==> src/rtl/mcu_pkg.sv <==
// Shared definitions for the multi-cycle control unit.
// Contents: opcode encodings, condition codes, NZCV flag bit positions,
// the FSM state type, and opcode classification helpers used by the top.
package mcu_pkg;

    // Opcode encodings (5-bit field at the top of the instruction word)
    localparam logic [4:0] OP_NOP   = 5'b00000;
    localparam logic [4:0] OP_ADD   = 5'b00110;
    localparam logic [4:0] OP_SUB   = 5'b00111;
    localparam logic [4:0] OP_AND   = 5'b01000;
    localparam logic [4:0] OP_ORR   = 5'b01001;
    localparam logic [4:0] OP_LOAD  = 5'b10011;
    localparam logic [4:0] OP_STORE = 5'b10100;
    localparam logic [4:0] OP_B     = 5'b11000;

    // Condition codes
    localparam logic [3:0] COND_EQ = 4'b0000;
    localparam logic [3:0] COND_NE = 4'b0001;
    localparam logic [3:0] COND_CS = 4'b0010;
    localparam logic [3:0] COND_CC = 4'b0011;
    localparam logic [3:0] COND_MI = 4'b0100;
    localparam logic [3:0] COND_PL = 4'b0101;
    localparam logic [3:0] COND_VS = 4'b0110;
    localparam logic [3:0] COND_VC = 4'b0111;
    localparam logic [3:0] COND_AL = 4'b1110;

    // Bit positions inside flags = {N,Z,C,V}
    localparam int FLAG_N = 3;
    localparam int FLAG_Z = 2;
    localparam int FLAG_C = 1;
    localparam int FLAG_V = 0;

    typedef enum logic [2:0] {
        S_FETCH,
        S_DECODE,
        S_EXECUTE,
        S_MEM,
        S_WRITEBACK
    } state_t;

    function automatic logic is_alu_op(input logic [4:0] op);
        return (op == OP_ADD) || (op == OP_SUB) || (op == OP_AND) || (op == OP_ORR);
    endfunction

    function automatic logic is_mem_op(input logic [4:0] op);
        return (op == OP_LOAD) || (op == OP_STORE);
    endfunction

    function automatic logic is_legal_op(input logic [4:0] op);
        return is_alu_op(op) || is_mem_op(op) || (op == OP_NOP) || (op == OP_B);
    endfunction

endpackage

==> src/rtl/cond_check.sv <==
// Condition-code evaluator.
// Ports: cond (4-bit condition field), flags ({N,Z,C,V}),
//        pass (1 when the instruction should execute).
// Unlisted condition encodings never execute.
module cond_check
    import mcu_pkg::*;
(
    input  logic [3:0] cond,
    input  logic [3:0] flags,
    output logic       pass
);

    always_comb begin
        pass = 1'b0;
        case (cond)
            COND_EQ: pass =  flags[FLAG_Z];
            COND_NE: pass = ~flags[FLAG_Z];
            COND_CS: pass =  flags[FLAG_C];
            COND_CC: pass = ~flags[FLAG_C];
            COND_MI: pass =  flags[FLAG_N];
            COND_PL: pass = ~flags[FLAG_N];
            COND_VS: pass =  flags[FLAG_V];
            COND_VC: pass = ~flags[FLAG_V];
            COND_AL: pass = 1'b1;
            default: pass = 1'b0;
        endcase
    end

endmodule

==> src/rtl/multicycle_control_unit.sv <==
// Multi-cycle control unit: latches the fetched instruction into IR and
// sequences FETCH/DECODE/EXECUTE/MEM/WRITEBACK, with conditional execution
// against NZCV and stalls on instruction/data memory handshakes.
// Inputs : clk, rst (async, active low), instruction, instr_valid, flags,
//          mem_ready.
// Outputs: instr_req, ir_write, pc_write, pc_src, mem_read, mem_write,
//          mem_to_reg, reg_write, flag_write, alu_ctrl, alu_src, imm_src,
//          illegal (one-cycle pulse), retired_count (wrapping).
module multicycle_control_unit
    import mcu_pkg::*;
#(
    parameter int word_size   = 32,
    parameter int opcode_size = 5,
    parameter int cnt_width   = 16
) (
    input  logic                   clk,
    input  logic                   rst,
    input  logic [word_size-1:0]   instruction,
    input  logic                   instr_valid,
    input  logic [3:0]             flags,
    input  logic                   mem_ready,
    output logic                   instr_req,
    output logic                   ir_write,
    output logic                   pc_write,
    output logic                   pc_src,
    output logic                   mem_read,
    output logic                   mem_write,
    output logic                   mem_to_reg,
    output logic                   reg_write,
    output logic                   flag_write,
    output logic [opcode_size-1:0] alu_ctrl,
    output logic                   alu_src,
    output logic                   imm_src,
    output logic                   illegal,
    output logic [cnt_width-1:0]   retired_count
);

    localparam int CondHi = word_size - opcode_size - 1;

    state_t                 state_q, state_d;
    logic [word_size-1:0]   ir_q;
    logic [cnt_width-1:0]   count_q;
    logic                   retire;
    logic                   cond_pass;

    logic [opcode_size-1:0] opcode;
    logic [3:0]             cond;
    logic                   i_bit, s_bit, x_bit;

    assign opcode = ir_q[word_size-1 -: opcode_size];
    assign cond   = ir_q[CondHi -: 4];
    assign i_bit  = ir_q[CondHi-4];
    assign s_bit  = ir_q[CondHi-5];
    assign x_bit  = ir_q[CondHi-6];

    // Register/immediate fields below the control bits belong to the datapath
    // (it keeps its own IR copy via ir_write); fold them here so they are
    // visibly intentional rather than forgotten.
    logic unused_ir_bits;
    assign unused_ir_bits = ^ir_q[CondHi-7:0];

    cond_check u_cond_check (
        .cond  (cond),
        .flags (flags),
        .pass  (cond_pass)
    );

    always_ff @(posedge clk or negedge rst) begin
        if (!rst) begin
            state_q <= S_FETCH;
            ir_q    <= '0;
            count_q <= '0;
        end else begin
            state_q <= state_d;
            if (ir_write) begin
                ir_q <= instruction;
            end
            if (retire) begin
                count_q <= count_q + {{(cnt_width-1){1'b0}}, 1'b1};
            end
        end
    end

    assign retired_count = count_q;

    // Outputs depend only on state and IR (plus the handshake/flag inputs that
    // select the exit path); while reset is held every strobe is forced low.
    always_comb begin
        state_d    = state_q;
        retire     = 1'b0;
        instr_req  = 1'b0;
        ir_write   = 1'b0;
        pc_write   = 1'b0;
        pc_src     = 1'b0;
        mem_read   = 1'b0;
        mem_write  = 1'b0;
        mem_to_reg = 1'b0;
        reg_write  = 1'b0;
        flag_write = 1'b0;
        alu_ctrl   = '0;
        alu_src    = 1'b0;
        imm_src    = 1'b0;
        illegal    = 1'b0;
        if (rst) begin
            case (state_q)
                S_FETCH: begin
                    instr_req = 1'b1;
                    if (instr_valid) begin
                        ir_write = 1'b1;
                        state_d  = S_DECODE;
                    end
                end
                S_DECODE: begin
                    // Annulment takes priority over the illegal-opcode trap.
                    if (!cond_pass) begin
                        pc_write = 1'b1;
                        state_d  = S_FETCH;
                    end else if (!is_legal_op(opcode)) begin
                        illegal  = 1'b1;
                        pc_write = 1'b1;
                        state_d  = S_FETCH;
                    end else if (opcode == OP_NOP) begin
                        pc_write = 1'b1;
                        retire   = 1'b1;
                        state_d  = S_FETCH;
                    end else begin
                        state_d = S_EXECUTE;
                    end
                end
                S_EXECUTE: begin
                    if (is_alu_op(opcode)) begin
                        alu_ctrl   = opcode;
                        alu_src    = i_bit;
                        imm_src    = x_bit;
                        flag_write = s_bit;
                        state_d    = S_WRITEBACK;
                    end else if (is_mem_op(opcode)) begin
                        // Address = base + sign-extended offset
                        alu_ctrl = OP_ADD;
                        alu_src  = 1'b1;
                        imm_src  = 1'b1;
                        state_d  = S_MEM;
                    end else begin
                        pc_src   = 1'b1;
                        pc_write = 1'b1;
                        retire   = 1'b1;
                        state_d  = S_FETCH;
                    end
                end
                S_MEM: begin
                    mem_read  = (opcode == OP_LOAD);
                    mem_write = (opcode != OP_LOAD);
                    if (mem_ready) begin
                        if (opcode == OP_LOAD) begin
                            state_d = S_WRITEBACK;
                        end else begin
                            pc_write = 1'b1;
                            retire   = 1'b1;
                            state_d  = S_FETCH;
                        end
                    end
                end
                S_WRITEBACK: begin
                    reg_write  = 1'b1;
                    mem_to_reg = (opcode == OP_LOAD);
                    pc_write   = 1'b1;
                    retire     = 1'b1;
                    state_d    = S_FETCH;
                end
                default: state_d = S_FETCH;
            endcase
        end
    end

endmodule

==> config.mk <==
export PLATFORM = sky130hd
export DESIGN_NAME = multicycle_control_unit
export DESIGN_NICKNAME = d
export VERILOG_FILES = /design/src/rtl/mcu_pkg.sv /design/src/rtl/cond_check.sv /design/src/rtl/multicycle_control_unit.sv
export SDC_FILE = /design/constraint.sdc
export NUM_CORES = 1
export LEC_CHECK = 0
export ABC_AREA = 1
export CAP_MARGIN = 20
export CORE_ASPECT_RATIO = 0.5
export CORE_MARGIN = 10
export CORE_UTILIZATION = 42
export CTS_BUF_LIST = sky130_fd_sc_hd__clkbuf_8
export DETAILED_ROUTE_END_ITERATION = 7
export GPL_ROUTABILITY_DRIVEN = 0
export GPL_TIMING_DRIVEN = 0
export PLACE_DENSITY = 0.78
export SETUP_SLACK_MARGIN = 0.02
export SYNTH_ARGS = -nofsm -noshare
export SYNTH_HDL_FRONTEND = slang
export SYNTH_SLANG_ARGS = --single-unit
==> constraint.sdc <==
create_clock -name clk -period 1.5 [get_ports clk]
set_input_delay 0.3 -clock clk [delete_from_list [all_inputs] [get_ports clk]]
set_output_delay 0.3 -clock clk [all_outputs]
set_load 0.005 [all_outputs]
==> results by group, run 1 <==
Run status
  • Status: finished, violations left
  • Failing checks: negative setup slack

Die
  • Site Rows: 17
  • Core footprint: 0.00453 sq mm
  • Die height: between 60 and 70 um
  • Die X-Extent: 118 um
  • DIE AREA: 0.00818 sq mm
  • Initial core utilization: 44.8%
  • I/O pin cnt: 73

Cells and area
  • Footprint of the multi-input gates: 0.00144 sq mm
  • Area grow syn2layout: 78.0%
  • # nets final: about 450
  • Finished Layout Cells: 480
  • Total area of sequential cells: 787 sq um
  • Ant diodes: 0
  • Fraction of layout cells with a size suffix above 1: a little under half
  • Fillers: 246

Min path
  • HP Start: rst
  • Hold Path End: retired_count[10]
  • Hold Path Stages: 5
  • Hold Path Class: input port to flop

Worst setup path
  • Crit-path slowest cell: dfrtp_1
  • End of the worst register-to-register path: retired_count[8]
  • Reg2Reg Setup Slack: -0.40 ns
  • Cells on worst reg2reg path: 10
  • Crit-path cells: inv_2 -> nor2_4 -> nand3_1 -> nand2_1 -> nor2_1 -> nand3_2 -> buf_4 -> nand2_2 -> nor3_2 -> buf_2
  • Worst path max stage delay: 0.44 ns
  • Critical path class: flop to output pin
  • Crit path launch type: flop
  • Crit end category: output pin
  • Worst flop-to-flop path startpoint: state_q[0]
  • Delay-heaviest family, CP: simple AND/OR/NAND/NOR gates
  • CP arrival: 1.85 ns
  • Worst path bufs/invs: 3
  • Maximum fanout along the worst path: 4
  • WP data required: 1.20 ns

Synth
  • Synth Cell Area: between 0.002 and 0.0025 sq mm
  • Number of enable flip-flop cells after synthesis: 0
  • Count leader, synth: nand2_1
  • Top FF cell, synth: dfrtp_1
  • Synth warn: 0
  • Syn_nets: approximately 340
  • Yosys top cell area share: 38.2%
  • Async set-reset flop share out of synthesis: 100%
  • Seq/Total Area, Yosys: 38.2%
  • Post-synth top cells: 94 x nand2_1, 35 x inv_1, 35 x nand3_1
  • Synthesized area per cell: just under 7 sq um
  • Post-synthesis cell type count: 28
  • Largest area contributor in the netlist: dfrtp_1
  • Top post-synthesis cells by area: dfrtp_1 38%, nand2_1 17%, nand3_1 8.6%
  • #FFs+latches synth: 31
  • Gate Count Post-Synth: 297

CTS
  • Clock Tree Root: clkbuf_8
  • CTS buffer count: 5
  • Clk_lat worst skew: around 0.31 ns
  • CTS tree: built
  • CTS H-tree lvls: 2
  • Clock sink count: 31
  • Clock Pin Slew Worst Setup and Hold Paths: 0.08 ns
  • Clock Path Buffers: 2

Timing
  • Max_slew headroom: 53.3%
  • RSZ-0062 raised after global routing: true
  • Hold WS: 0.500 ns
  • Fmax: 464 MHz
  • Fin crit period: 2.15 ns
  • Final setup viols: 40
  • Final worst path period share: 144%
  • Worst Slack Setup Final: -0.655 ns
  • Fin Clk Skew: roughly 0.011 ns
  • Fin. max-slew vios: 0
  • Worst slew pin tran: 0.700 ns
  • Fin. Hold Viols: 0

Power
  • Switching part of the total power: roughly 47%
  • Clk pwr share: about an eighth
  • Comb power frac: 60.7%
  • LEAKAGE: 1.83 nW
  • Sequential share of power: a little over a quarter
  • Peak supply drop: 0.666 mV
  • PwrDens: 1470 mW/mm^2
  • Sw Pwr: between 2 and 2.5 mW
  • Internal power: 2.83 mW

Placement
  • Placed cells: 414
  • Input/output buffers: 51
  • Dpl hpwl: 4410 um
  • Place WS: -1.38 ns

Routing
  • WL final: 9390 um
  • Antenna-violating nets left: 0
  • Wire length per cell: between 15 and 20 um
  • Via count: 2,748
  • Initial DRT Pass Iterations: 5
  • Detailed Route Iter0 Violations: 443
  • Number of vias per cell: 5.73
  • Drt drc: 0

Global route
  • Largest net degree at the start of global routing: 32
  • Grt ovf: 0
  • Global-route wire length before repair: 11,800 um
  • Initial antenna violation count: 0
  • Vias in the first global route: 2,422
  • Total Routing Usage GR: 17.2%

Run
  • Total of max-cap violations: 0
==> logic make-up (layout without fill, tap and decap cells) <==
logic type                 after synthesis  after routing  synth area share, %
and+or+nand+nor                        197            197                 44.4
buffers and inverters                   43            160                 9.06
DFF                                     31             31                 38.2
AOI/OAI and AO/OA                       16             16                 4.07
xor gates and xnor gates                 8              8                 3.45
adders and majority gates                1              1                0.616
other                                    1              1                0.185
==> power by group through the flow <==
| stage | logic, mW | clock network, mW | registers, mW |
|---|---|---|---|
| after global placement | 1.44 | 0 | 1.27 |
| after global routing | 3.40 | 0.755 | 1.41 |
| final | 3.23 | 0.702 | 1.39 |
| after detailed placement | 1.50 | 0 | 1.28 |
| after CTS | 2.40 | 0.659 | 1.32 |
| after floorplan | 1.02 | 0 | 1.24 |
==> metal layers <==
metal	vias to the layer above	share of wire (%)	track usage, %	wire [um]
met5	-	0	0	0
met4	0	5.3	5.80	494
met3	62	8.8	4.86	824
met2	196	50	31.5	4670
met1	1313	36	18.5	3400
li1	1177	-	-	-
==> placed cells by master (no fill, tap or decap), types with 3 or more instances in the layout <==
master / synthesis / layout
nand2_2: 8 / 21
nor3_4: 0 / 3
inv_4: 0 / 3
o21ai_0: 11 / 4
dlymetal6s2s_1: 0 / 6
xnor2_1: 5 / 5
clkdlybuf4s50_1: 0 / 18
dfrtp_2: 0 / 9
buf_2: 3 / 14
nor2_1: 30 / 16
xor2_1: 3 / 3
nand3_1: 35 / 16
nand2_1: 94 / 76
nor3_1: 14 / 8
o21ai_2: 0 / 3
nand3_2: 2 / 20
buf_12: 0 / 3
clkbuf_8: 0 / 5
nand2_4: 1 / 5
nor3_2: 1 / 4
nor2_4: 2 / 17
buf_6: 2 / 17
buf_4: 1 / 42
inv_1: 35 / 23
inv_2: 1 / 10
dfrtp_1: 31 / 22
dlygate4sd2_1: 0 / 10
o21ai_1: 0 / 4
==> how the worst max path moves through the flow <==
| stage | slack [ns] | to | cells past startpoint | startpoint |
|---|---|---|---|---|
| CTS | -0.46 | alu_ctrl[1] | 7 | state_q[0] |
| finish | -0.65 | illegal | 10 | ir_q[25] |
| global route | -0.68 | illegal | 10 | ir_q[25] |
| floorplan | 0.04 | alu_ctrl[1] | 5 | state_q[2] |
| global placement | -2.31 | ir_write | 8 | rst |
| detailed placement | -1.38 | ir_write | 8 | rst |
==> metrics by stage <==
step | utilization (%) | setup TNS, ns | total power, mW | cell area [sq um]
floorplan | - | 0 | 2.25 | 2030
global placement | 57.9 | -92.14 | 2.71 | 2620
detailed placement | 57.8 | -34.34 | 2.78 | 2620
CTS | 70.9 | -9.10 | 4.37 | 3210
global route | 79.7 | -15.82 | 5.57 | 3610
finish | 79.7 | -13.44 | 5.33 | 3610
==> worst register-to-register path, stage by stage, from the launching register on <==
cell	delay [ns]
dfrtp_2	0.42
buf_6	0.13
clkinvlp_4	0.11
buf_4	0.17
nor4_2	0.27
nand2_1	0.17
nand2_8	0.15
buf_16	0.14
nand2_2	0.06
nand2_1	0.11
nand2_1	0.07
==> state kept, by name (all words and copies together), names as in the netlist <==
| signal | flops |
|---|---|
| state_q | 3 |
| ir_q | 12 |
| retired_count | 16 |
==> area by class of cell <==
class                           instances  area share, %
Inverter                               36           4.05
Multi-Input combinational cell        223           39.7
Timing Repair Buffer                  109           27.8
Buffer                                  7           1.97
Tap cell                               66           2.29
Sequential cell                        31           21.8
Clock buffer                            5           1.91
Clock inverter                          3          0.450
==> repair_timing <==
action | in CTS | in global routing
buffers inserted | 40 | 16
hold buffers | 2 | 0
endpoints found under the hold margin | 31 | 0
gates cloned | 1 | 2
pin swaps | 19 | 38
setup endpoints to repair | 62 | 49
resized for setup | 149 | 82
Power figures use the tool's default switching activity.
==> run 2, diff against run 1 <==
- RECOVER_POWER: unset -> 25
==> run 2 against run 1 <==
Against the previous run: sequential share of layout area rose by 0.19 points; fmax shrank 0.12%; the run still ends with negative setup slack left; design area is 0.87% lower; register-to-register slack hardly changed; critical endpoint unchanged.
==> results by group, run 2 (synthesis results as in run 1) <==
Routing
  • Via count: 2,767 (+0.69%)
  • Antenna-violating nets left: 0 (unchanged)
  • Number of vias per cell: 5.76 (+0.69%)
  • Detailed Route Iter0 Violations: 444 (+0.23%)
  • Drt drc: 0 (unchanged)
  • Initial DRT Pass Iterations: 5 (unchanged)
  • WL final: 9410 um (+0.27%)
  • Wire length per cell: 19.6 um (+0.27%)

Global route
  • Global-route wire length before repair: 11,800 um (unchanged)
  • Grt ovf: 0 (unchanged)
  • Total Routing Usage GR: 17.2% (unchanged)
  • Initial antenna violation count: 0 (unchanged)
  • Vias in the first global route: 2,422 (unchanged)
  • Largest net degree at the start of global routing: 32 (unchanged)

Power
  • Pwr Total: 5.32 mW (-0.12%)
  • LEAKAGE: 1.81 nW (-0.74%)
  • PwrDens: 1490 mW/mm^2 (+0.76%)
  • Peak supply drop: 0.664 mV (-0.28%)

CTS
  • Clk_lat worst skew: 0.31 ns (about the same)
  • Clock Path Buffers: 2 (unchanged)
  • CTS H-tree lvls: 2 (unchanged)
  • Clock sink count: 31 (unchanged)
  • CTS tree: built
  • Clock Pin Slew Worst Setup and Hold Paths: 0.07 ns (about the same)
  • CTS buffer count: 5 (unchanged)
  • Clock Tree Root: clkbuf_8

Timing
  • RSZ-0062 raised after global routing: true
  • Fin crit period: 2.16 ns (+0.00267 ns)
  • Max_slew headroom: 45.4% (-7.9 points)
  • Final setup viols: 40 (unchanged)
  • Worst Slack Setup Final: -0.657 ns (-0.00267 ns)
  • Final worst path period share: 144% (+0.18 points)
  • Fmax: 464 MHz (-0.12%)
  • Fin. max-slew vios: 0 (unchanged)
  • Fin. Hold Viols: 0 (unchanged)
  • Worst slew pin tran: 0.819 ns (+0.119 ns)
  • Fin Clk Skew: 0.0107 ns (-0.000776 ns)

Cells and area
  • Fin util: 79.0% (-0.69 points)
  • Leading cell type in the layout, fill and taps excluded: nand2_1
  • Most frequent cells in the layout: 76 x nand2_1, 42 x buf_4, 23 x inv_1, 22 x dfrtp_1, 21 x nand2_2
  • Fraction of layout cells with a size suffix above 1: 45.9% (-0.24 points)
  • # nets final: 454 (unchanged)
  • Fillers: 251 (+2.0%)
  • Area grow syn2layout: 76.4%
  • Max FFs per register: 16 (unchanged)
  • Ant diodes: 0 (unchanged)

Die
  • Die X-Extent: 118 um (unchanged)
  • I/O pin cnt: 73 (unchanged)
  • Initial core utilization: 44.8% (unchanged)
  • Die height: 69.2 um (unchanged)
  • DIE AREA: 0.00818 sq mm (unchanged)
  • Core footprint: 0.00453 sq mm (unchanged)
  • Site Rows: 17 (unchanged)

Run status
  • Status: finished, violations left
  • Failing checks: negative setup slack

Worst setup path
  • Crit-path cells: inv_2 -> nor2_4 -> nand3_1 -> nand2_1 -> nor2_1 -> nand3_2 -> buf_4 -> nand2_2 -> nor3_2 -> buf_2
  • Crit-path slowest cell: dfrtp_1
  • CP arrival: 1.86 ns (about the same)
  • Critical path class: flop to output pin
  • Worst path max stage delay: 0.44 ns (about the same)
  • Crit end category: output pin
  • Crit path launch type: flop
  • WP data required: 1.20 ns (about the same)
  • Maximum fanout along the worst path: 4 (unchanged)

Placement
  • Dpl hpwl: 4410 um (unchanged)
  • Input/output buffers: 51 (unchanged)

Run
  • Total of max-cap violations: 0 (unchanged)

Min path
  • Hold Path Class: flop to flop
-- run 2: cell types whose count changed in the layout (fill, tap and decap cells not counted), sizes merged --
cell    change
buf         -2
clkbuf      +2
-- run 2: per-stage QoR --
stage	instances	area [sq um]	hold slack, ns	setup slack [ns]	setup TNS, ns
floorplan	297	2030	0.00441	0.0412	0
global placement	414	2620	0.466	-2.31	-92.14
detailed placement	414	2620	0.395	-1.38	-34.34
CTS	465	3210	0.508	-0.463	-9.10
global route	480	3580	0.557	-0.684	-16.08
finish	480	3580	0.542	-0.657	-13.42
-- run 2: layout make-up --
type                            count  area, sq um  area share [%]
Buffer                              7         71.3            1.99
Inverter                           36          146            4.09
Sequential cell                    31          787            22.0
Multi-Input combinational cell    223         1440            40.1
Clock buffer                        5         68.8            1.92
Clock inverter                      3         16.3           0.454
Tap cell                           66         82.6            2.31
Timing Repair Buffer              109          973            27.2
-- run 2: what timing repair did --
item,in CTS,in global routing
pin swaps,19,38
resized for setup,149,82
buffers inserted,40,16
endpoints found under the setup margin,62,49
endpoints found under the hold margin,31,0
hold buffers,2,0
gates cloned,1,2
-- run 2: worst paths after layout --
kind,from,end,cells after the start,slack [ns]
min,ir_q[21],ir_q[21],2,0.54
max,ir_q[25],illegal,10,-0.66
min reg2reg,ir_q[21],ir_q[21],2,0.54
max in group asynchronous,rst,ir_q[23],3,0.11
min in group asynchronous,rst,retired_count[5],3,0.82
max reg2reg,state_q[0],retired_count[8],10,-0.40
-- run 2: critical path: cells and delay by family, from the launching register on --
kind | cells | cell delay, ns
flops | 1 | 0.44
simple gates | 7 | 0.76
buf+inv | 3 | 0.35
-- run 2: power by group --
| part | leakage [nW] | total (mW) | switching (mW) | internal [mW] |
|---|---|---|---|---|
| logic | 1.37 | 3.23 | 1.78 | 1.45 |
| registers | 0.396 | 1.39 | 0.332 | 1.06 |
| clock network | 0.0453 | 0.704 | 0.386 | 0.318 |
| total | 1.81 | 5.32 | 2.50 | 2.82 |
-- run 2: metal layers --
metal	track usage, %	wire length [um]
met4	5.80	453
met3	4.86	874
met2	31.5	4720
met5	0	0
met1	18.5	3370
